<file path="src/rtl/axi_lite_regfile.sv">
// axi_lite_regfile: parametrised AXI4-Lite slave register file.
//   clk, rst_n           : clock (rising edge), asynchronous active-low reset
//   aw*/w*/b*            : write address / data / response channels; AW and W
//                          are accepted independently and held until both exist
//   ar*/r*               : read address / data channels
//   reg_out              : flattened RW register contents (RO slots drive 0)
//   hw_in                : status values returned for read-only registers
// RO_MASK bit i = 1 makes register i read-only (reads return hw_in slice i,
// writes answer SLVERR). Out-of-range word indices answer SLVERR.
module axi_lite_regfile #(
  parameter int unsigned DATA_W   = 32,
  parameter int unsigned ADDR_W   = 32,
  parameter int unsigned NUM_REGS = 8,
  parameter logic [NUM_REGS-1:0] RO_MASK = '0
) (
  input  logic                         clk,
  input  logic                         rst_n,
  input  logic                         awvalid,
  input  logic [ADDR_W-1:0]            awaddr,
  output logic                         awready,
  input  logic                         wvalid,
  input  logic [DATA_W-1:0]            wdata,
  input  logic [DATA_W/8-1:0]          wstrb,
  output logic                         wready,
  output logic                         bvalid,
  output logic [1:0]                   bresp,
  input  logic                         bready,
  input  logic                         arvalid,
  input  logic [ADDR_W-1:0]            araddr,
  output logic                         arready,
  output logic                         rvalid,
  output logic [DATA_W-1:0]            rdata,
  output logic [1:0]                   rresp,
  input  logic                         rready,
  output logic [NUM_REGS*DATA_W-1:0]   reg_out,
  input  logic [NUM_REGS*DATA_W-1:0]   hw_in
);

  localparam int unsigned STRB_W = DATA_W / 8;
  localparam int unsigned OFF_W  = $clog2(STRB_W);
  localparam logic [1:0]  RESP_OKAY   = 2'b00;
  localparam logic [1:0]  RESP_SLVERR = 2'b10;

  // init_q keeps every ready low during reset and lets them rise one cycle later
  logic                       init_q;
  logic                       aw_held_q, aw_held_d;
  logic [ADDR_W-1:0]          aw_addr_q, aw_addr_d;
  logic                       w_held_q, w_held_d;
  logic [DATA_W-1:0]          w_data_q, w_data_d;
  logic [STRB_W-1:0]          w_strb_q, w_strb_d;
  logic [NUM_REGS*DATA_W-1:0] regs_q, regs_d;
  logic                       bvalid_q, bvalid_d;
  logic [1:0]                 bresp_q, bresp_d;
  logic                       rvalid_q, rvalid_d;
  logic [1:0]                 rresp_q, rresp_d;
  logic [DATA_W-1:0]          rdata_q, rdata_d;

  logic                       aw_hs, w_hs, ar_hs, commit;
  logic [ADDR_W-1:0]          w_addr_eff, w_idx, r_idx;
  logic [DATA_W-1:0]          w_data_eff;
  logic [STRB_W-1:0]          w_strb_eff;

  // Readies depend on flops only: no path from valid/ready inputs.
  assign awready = init_q && !aw_held_q && !bvalid_q;
  assign wready  = init_q && !w_held_q && !bvalid_q;
  assign arready = init_q && !rvalid_q;
  assign bvalid  = bvalid_q;
  assign bresp   = bresp_q;
  assign rvalid  = rvalid_q;
  assign rresp   = rresp_q;
  assign rdata   = rdata_q;

  always_comb begin
    aw_hs      = awvalid && awready;
    w_hs       = wvalid && wready;
    ar_hs      = arvalid && arready;
    // Address/data come from the holding register or the live handshake.
    w_addr_eff = aw_held_q ? aw_addr_q : awaddr;
    w_data_eff = w_held_q ? w_data_q : wdata;
    w_strb_eff = w_held_q ? w_strb_q : wstrb;
    commit     = (aw_held_q || aw_hs) && (w_held_q || w_hs) && !bvalid_q;
    w_idx      = w_addr_eff >> OFF_W;
    r_idx      = araddr >> OFF_W;
  end

  always_comb begin
    aw_held_d = aw_held_q;
    aw_addr_d = aw_addr_q;
    w_held_d  = w_held_q;
    w_data_d  = w_data_q;
    w_strb_d  = w_strb_q;
    regs_d    = regs_q;
    bvalid_d  = bvalid_q;
    bresp_d   = bresp_q;
    if (aw_hs) begin
      aw_held_d = 1'b1;
      aw_addr_d = awaddr;
    end
    if (w_hs) begin
      w_held_d = 1'b1;
      w_data_d = wdata;
      w_strb_d = wstrb;
    end
    if (bvalid_q && bready) begin
      bvalid_d = 1'b0;
      bresp_d  = RESP_OKAY;
    end
    // Commit overrides the hold set above when the last piece arrives live.
    if (commit) begin
      aw_held_d = 1'b0;
      w_held_d  = 1'b0;
      bvalid_d  = 1'b1;
      bresp_d   = RESP_SLVERR;
      for (int unsigned i = 0; i < NUM_REGS; i++) begin
        if (w_idx == ADDR_W'(i) && !RO_MASK[i]) begin
          bresp_d = RESP_OKAY;
          for (int unsigned b = 0; b < STRB_W; b++) begin
            if (w_strb_eff[b])
              regs_d[i*DATA_W + 8*b +: 8] = w_data_eff[8*b +: 8];
          end
        end
      end
    end
  end

  // Reads sample regs_q, so a same-edge write is seen only by later reads.
  always_comb begin
    rvalid_d = rvalid_q;
    rresp_d  = rresp_q;
    rdata_d  = rdata_q;
    if (ar_hs) begin
      rvalid_d = 1'b1;
      rresp_d  = RESP_SLVERR;
      rdata_d  = '0;
      for (int unsigned i = 0; i < NUM_REGS; i++) begin
        if (r_idx == ADDR_W'(i)) begin
          rresp_d = RESP_OKAY;
          rdata_d = RO_MASK[i] ? hw_in[i*DATA_W +: DATA_W] : regs_q[i*DATA_W +: DATA_W];
        end
      end
    end else if (rvalid_q && rready) begin
      rvalid_d = 1'b0;
      rresp_d  = RESP_OKAY;
    end
  end

  always_comb begin
    reg_out = '0;
    for (int unsigned i = 0; i < NUM_REGS; i++) begin
      if (!RO_MASK[i])
        reg_out[i*DATA_W +: DATA_W] = regs_q[i*DATA_W +: DATA_W];
    end
  end

  always_ff @(posedge clk or negedge rst_n) begin
    if (!rst_n) begin
      init_q    <= 1'b0;
      aw_held_q <= 1'b0;
      aw_addr_q <= '0;
      w_held_q  <= 1'b0;
      w_data_q  <= '0;
      w_strb_q  <= '0;
      regs_q    <= '0;
      bvalid_q  <= 1'b0;
      bresp_q   <= RESP_OKAY;
      rvalid_q  <= 1'b0;
      rresp_q   <= RESP_OKAY;
      rdata_q   <= '0;
    end else begin
      init_q    <= 1'b1;
      aw_held_q <= aw_held_d;
      aw_addr_q <= aw_addr_d;
      w_held_q  <= w_held_d;
      w_data_q  <= w_data_d;
      w_strb_q  <= w_strb_d;
      regs_q    <= regs_d;
      bvalid_q  <= bvalid_d;
      bresp_q   <= bresp_d;
      rvalid_q  <= rvalid_d;
      rresp_q   <= rresp_d;
      rdata_q   <= rdata_d;
    end
  end

endmodule

</file>
<file path="config.mk">
export PLATFORM = sky130hd
export DESIGN_NAME = axi_lite_regfile
export DESIGN_NICKNAME = d
export VERILOG_FILES = /design/src/rtl/axi_lite_regfile.sv
export SDC_FILE = /design/constraint.sdc
export NUM_CORES = 1
export LEC_CHECK = 0
export BUFFER_PORTS_ARGS = -buffer_cell sky130_fd_sc_hd__clkbuf_2
export CORE_AREA = 2 2 258 260
export CTS_BUF_LIST = sky130_fd_sc_hd__clkbuf_8 sky130_fd_sc_hd__clkbuf_16
export CTS_CLUSTER_SIZE = 24
export DETAILED_ROUTE_END_ITERATION = 10
export DIE_AREA = 0 0 260 262
export GPL_ROUTABILITY_DRIVEN = 0
export GPL_TIMING_DRIVEN = 0
export SLEW_MARGIN = 20
export SYNTH_ARGS = -nofsm -noshare
export SYNTH_HDL_FRONTEND = slang
export SYNTH_SLANG_ARGS = --single-unit
</file>
<file path="constraint.sdc">
create_clock -name clk -period 4.8 [get_ports clk]
set_input_delay 0.96 -clock clk [delete_from_list [all_inputs] [get_ports clk]]
set_output_delay 0.96 -clock clk [all_outputs]
set_load 0.01 [all_outputs]
</file>
**After elaboration in Yosys (flattened, before gate mapping)**

Cells that the tools add are included.

- Register bits after elaboration: 365
- Bits of input ports: 363
- Output and inout port bits: 297
- Word-level logic and storage cells: 152

- Equality and inequality tests: 14
- Multiplexer cells: 39
- Reductions and logical operators: 56

Operator list:

| cell | count |
|---|---|
| $mux W32 | 10 |
| $eq A30 B3 Y1 const B | 8 |
| $eq A30 B2 Y1 const B | 4 |
| $reduce_and A3 Y1 | 32 |
| $logic_not A32 Y1 | 2 |
| $eq A30 B1 Y1 const B | 2 |
| $mux W2 | 20 |
| $logic_and A1 B1 Y1 | 12 |
| $mux W1 | 8 |
| $reduce_bool A2 Y1 | 4 |
| $logic_not A1 Y1 | 4 |
| $mux W4 | 1 |
| $logic_or A1 B1 Y1 | 2 |

**Logic depth before layout (Yosys ltp)**

- Word-level depth: 11
- Gate-level depth with buffers: 9
- Depth with buffers taken out: 5

**Worst setup path before layout**

Ideal clock, no wire load.

- Path kind: in2reg
- Start: input awaddr[20]
- End: register regs_q[152] (netlist: reg_out[152])
- Setup time: 125 ps
- Arrival time: 2743 ps
- Required time: 4675 ps
- Path slack: 1932 ps
- Stages on the path: 6
- Buffers on the path: 1
- Path through: nor4_2 > nand4_2 > a221oi_4 > buf_12 > nand3_4 > mux2_4

- Word-level cells in the longest chain between the ends: 3

Ends and longest elaborated chain:

| what | RTL line | text |
|---|---|---|
| start: declaration | 19 | `input logic [ADDR_W-1:0] awaddr,` |
| $mux W32 | 78 | `w_addr_eff = aw_held_q ? aw_addr_q : awaddr;` |
| $eq A30 B3 Y1 | 115 | `if (w_idx == ADDR_W'(i) && !RO_MASK[i]) begin` |
| $reduce_and A3 Y1 (no line) | - |  |
| end signal: assignment | 176 | `regs_q <= regs_d;` |
| end: declaration | 51 | `logic [NUM_REGS*DATA_W-1:0] regs_q, regs_d;` |

No other way between the ends.
A chain may end at the register's enable or synchronous reset.

**Worst setup path in the final report**

- Start: input araddr[6]
- End: register rdata_q[27] (netlist: rdata[27])

- Word-level cells in the longest chain between the ends: 9
- Elaborated cells between the ends (all ways): 16
- Those cells by class: eq/ne (7); mux (8); reduce/logical (1)

Ends and longest elaborated chain:

| what | RTL line | text |
|---|---|---|
| start: declaration | 29 | `input logic [ADDR_W-1:0] araddr,` |
| $logic_not A32 Y1 | 136 | `if (r_idx == ADDR_W'(i)) begin` |
| $mux W32 (7 in a row) | 136 |  |
| $mux W32 * | 136 |  |
| end signal: assignment | 181 | `rdata_q <= rdata_d;` |
| end: declaration | 56 | `logic [DATA_W-1:0] rdata_q, rdata_d;` |

Mark *: on every way between the ends. The rest lies on a longest branch, timed or not.

==> flow_metrics.env <==
export IMPL_cts_root_buf="clkbuf_16"
export IMPL_clk_latency_ps=590
export IMPL_cts_sinks=361
export IMPL_core_area_um2=65280
export IMPL_criticalPathCategory="input pin to flip-flop"
export IMPL_dp_hpwl_um=56720
export IMPL_netlist_cell_type_count=63
export IMPL_antenna_found_initial=7
export IMPL_async_flop_share=1.000
export IMPL_clockBufferDepth=3
export IMPL_start_util=0.2591
export IMPL_cts_hold_buf=0
export IMPL_overflow=0
export IMPL_ios=660
export IMPL_grt_pass1_wl_um=106600
export IMPL_skew_ps=24.52
export IMPL_syn_inst=1267
export IMPL_ys_top_cells_by_count="dfrtp_1, mux2_2, o21ai_0, nand2_1, clkbuf_1"
export IMPL_synth_seq_area_share=0.5342
export IMPL_synth_warning_count=0
export IMPL_synthDominantCellAreaShare=0.5342
export IMPL_required_ps=5280
export IMPL_h_tree_depth=2
export IMPL_post_cts_resized=0
export IMPL_synth_flop_cell="dfrtp_1"
export IMPL_drive_above_1_share=0.5315
export IMPL_rr_endpoint="reg_out[221]"
export IMPL_wl_per_cell_um=29.46
export IMPL_startpoint_type="input pin"
export IMPL_ff_latch_area_um2=9034
export IMPL_finalHoldViolCount=0
export IMPL_reg2reg_setup_slack_ps=1600
export IMPL_area_growth_syn_to_layout_pct=27.97
export IMPL_drv_slew=0
export IMPL_share_comb_of_total_power=0.188
export IMPL_antenna_left=0
export IMPL_clkTransAtPathRegs_ps=60
export IMPL_num_vias=13500
export IMPL_p_sw_mw=2.559
export IMPL_cp_end_kind="flip-flop"
export IMPL_fp_dieArea_um2=68120
export IMPL_hold_ws_ps=371.8
export IMPL_synth_edf_count=0
export IMPL_multiInputGateArea_um2=7572
export IMPL_status="complete, no violations"
export IMPL_routed_wl_um=77150
export IMPL_grt_pass1_vias=13860
export IMPL_post_route_period_util=0.8552
export IMPL_cp_arrival_ps=4590
export IMPL_slew_limit_headroom=0.2132
export IMPL_ir_worst_vdd_v=0.0002659
export IMPL_fmax_mhz=243.6
export IMPL_synth_area_leaders="dfrtp_1, mux2_2, o21ai_0"
export IMPL_reg2reg_from="aw_addr_q[6]"
export IMPL_period_needed_ps=4105
export IMPL_fill_cells=6556
export IMPL_setup_viol=0
export IMPL_ff2ff_path_depth=5
export IMPL_core_rowCount=94
export IMPL_powerDensity_nw_per_um2=389.9
export IMPL_dr_pass1_iters=7
export IMPL_grt_setup_unrepaired="no"
export IMPL_die_y_um=262
export IMPL_post_synth_top_count_cell="dfrtp_1"
export IMPL_tightest_slew_ps=1171
export IMPL_via_per_inst=5.155
export IMPL_synthesis_area_um2=16910
export IMPL_seqPwrFrac=0.423
export IMPL_grt_total_usage=0.2229
export IMPL_power_leakage_nw=10.52
export IMPL_drcViolationCount=0
export IMPL_maxCapViolCount=0
export IMPL_ys_seq_elements=361
export IMPL_power_frac_clock=0.389
export IMPL_cts_setup_buffers=0
export IMPL_hp_class="input pin to asynchronous set/reset pin"
export IMPL_synth_top_area_cell="dfrtp_1"
export IMPL_cp_max_fo=10
export IMPL_cts_tree="built"
export IMPL_synth_avg_cell_area_um2=13.35
export IMPL_grt_max_degree=90
export IMPL_p_int_mw=5.879
export IMPL_die_x_um=260
export IMPL_first_iter_violations=1171
export IMPL_cts_buffers_inserted=42
export IMPL_fin_nets=2080
export IMPL_power_mw=8.438
export IMPL_switching_share=0.3033
export IMPL_portBuffers=396
==> critical path: stages <==
cell and delay [ps]:
clkbuf_2 80, nor3_1 930, nand4_1 570, nor2_1 1020, buf_2 580, a32oi_1 200
o31ai_1 240
==> cells by family (layout without fill, tap and decap cells) <==
kind of cell	after synthesis	count (layout)	synth area share
AOI/OAI and AO/OA	207	207	0.08427
buffers and inverters	83	563	0.02160
DFF	361	361	0.5342
muxes	397	397	0.2737
other	2	10	0.0004441
and+or+nand+nor	217	217	0.08582
==> worst max path at each step <==
stage,depth (start not counted),from,slack (ps),endpoint
after global routing,7,araddr[6],670,rdata[27]
after CTS,7,araddr[6],790,rdata[27]
final,7,araddr[6],700,rdata[27]
after global placement,1,rst_n,-5240,reg_out[129]
after detailed placement,7,araddr[6],170,rdata[27]
after floorplan,6,awaddr[20],1930,reg_out[152]
==> sequential cells by signal, indices dropped and copies added, names as in the netlist <==
signal,flops
reg_out,256
rdata,32
w_data_q,32
aw_addr_q,30
w_strb_q,4
aw_held_q,1
bresp,1
bvalid,1
init_q,1
rresp,1
rvalid,1
w_held_q,1
==> metal layers <==
| layer | GRT usage | part of all wire |
|---|---|---|
| met1 | 0.3017 | 0.44 |
| met2 | 0.3377 | 0.44 |
| met3 | 0.06568 | 0.088 |
| met4 | 0.08014 | 0.034 |
| met5 | 0 | 0.00075 |
==> metrics by stage <==
stage | util | TNS (ps) | setup slack [ps] | instances | area (um^2)
2_1_floorplan | - | 0 | 1932 | 1268 | 16920
3_3_place_gp | 0.3061 | -1866930 | -5239 | 2528 | 19980
3_5_place_dp | 0.3095 | 0 | 170.4 | 2536 | 20200
4_1_cts | 0.3310 | 0 | 786.2 | 2611 | 21610
5_1_grt | 0.3313 | 0 | 671.5 | 2612 | 21620
6_report | 0.3315 | 0 | 695.1 | 2619 | 21640
==> area by class of cell <==
class                      count  share of cell area
tap                          864             0.04995
sequential                   361              0.4174
clock buffer                  53             0.05608
buffer                        63             0.01393
antenna                        7           0.0008094
timing repair buffer         405             0.09968
multi-input combinational    824              0.3499
clock inverter                22            0.008730
inverter                      20            0.003469
==> power by group through the flow <==
stage	clock [mW]	sequential, mW	combinational (mW)
global placement	0	3.60	1.54
CTS	3.35	3.57	1.61
global route	3.47	3.61	1.72
detailed placement	0	3.62	1.61
finish	3.28	3.57	1.59
floorplan	0	3.57	0.955
==> cells in the final DEF, fill, tap and decap left out, types with 5 or more instances in the layout <==
cell and instances:
mux2_4 16, nor2_2 7, nor3_1 24, a22o_1 9
nand2b_1 7, a21oi_1 30, nand3_2 14, nand3_1 5
clkinv_2 7, nor4_1 16, inv_1 26, a221oi_1 17
nor2b_1 8, a222oi_1 12, nand4_1 6, clkbuf_2 400
buf_2 10, o21ai_0 70, o22ai_1 10, mux2_2 346
mux2i_1 21, diode_2 7, clkbuf_16 43, nand3_4 18
nor4_2 8, buf_1 8, mux4_2 11, clkbuf_8 11
a22oi_1 10, buf_6 5, clkbuf_1 33, buf_4 5
a2bb2oi_1 14, nand2_1 47, dfrtp_1 361, nor2_1 34
Power figures use the tool's default switching activity.
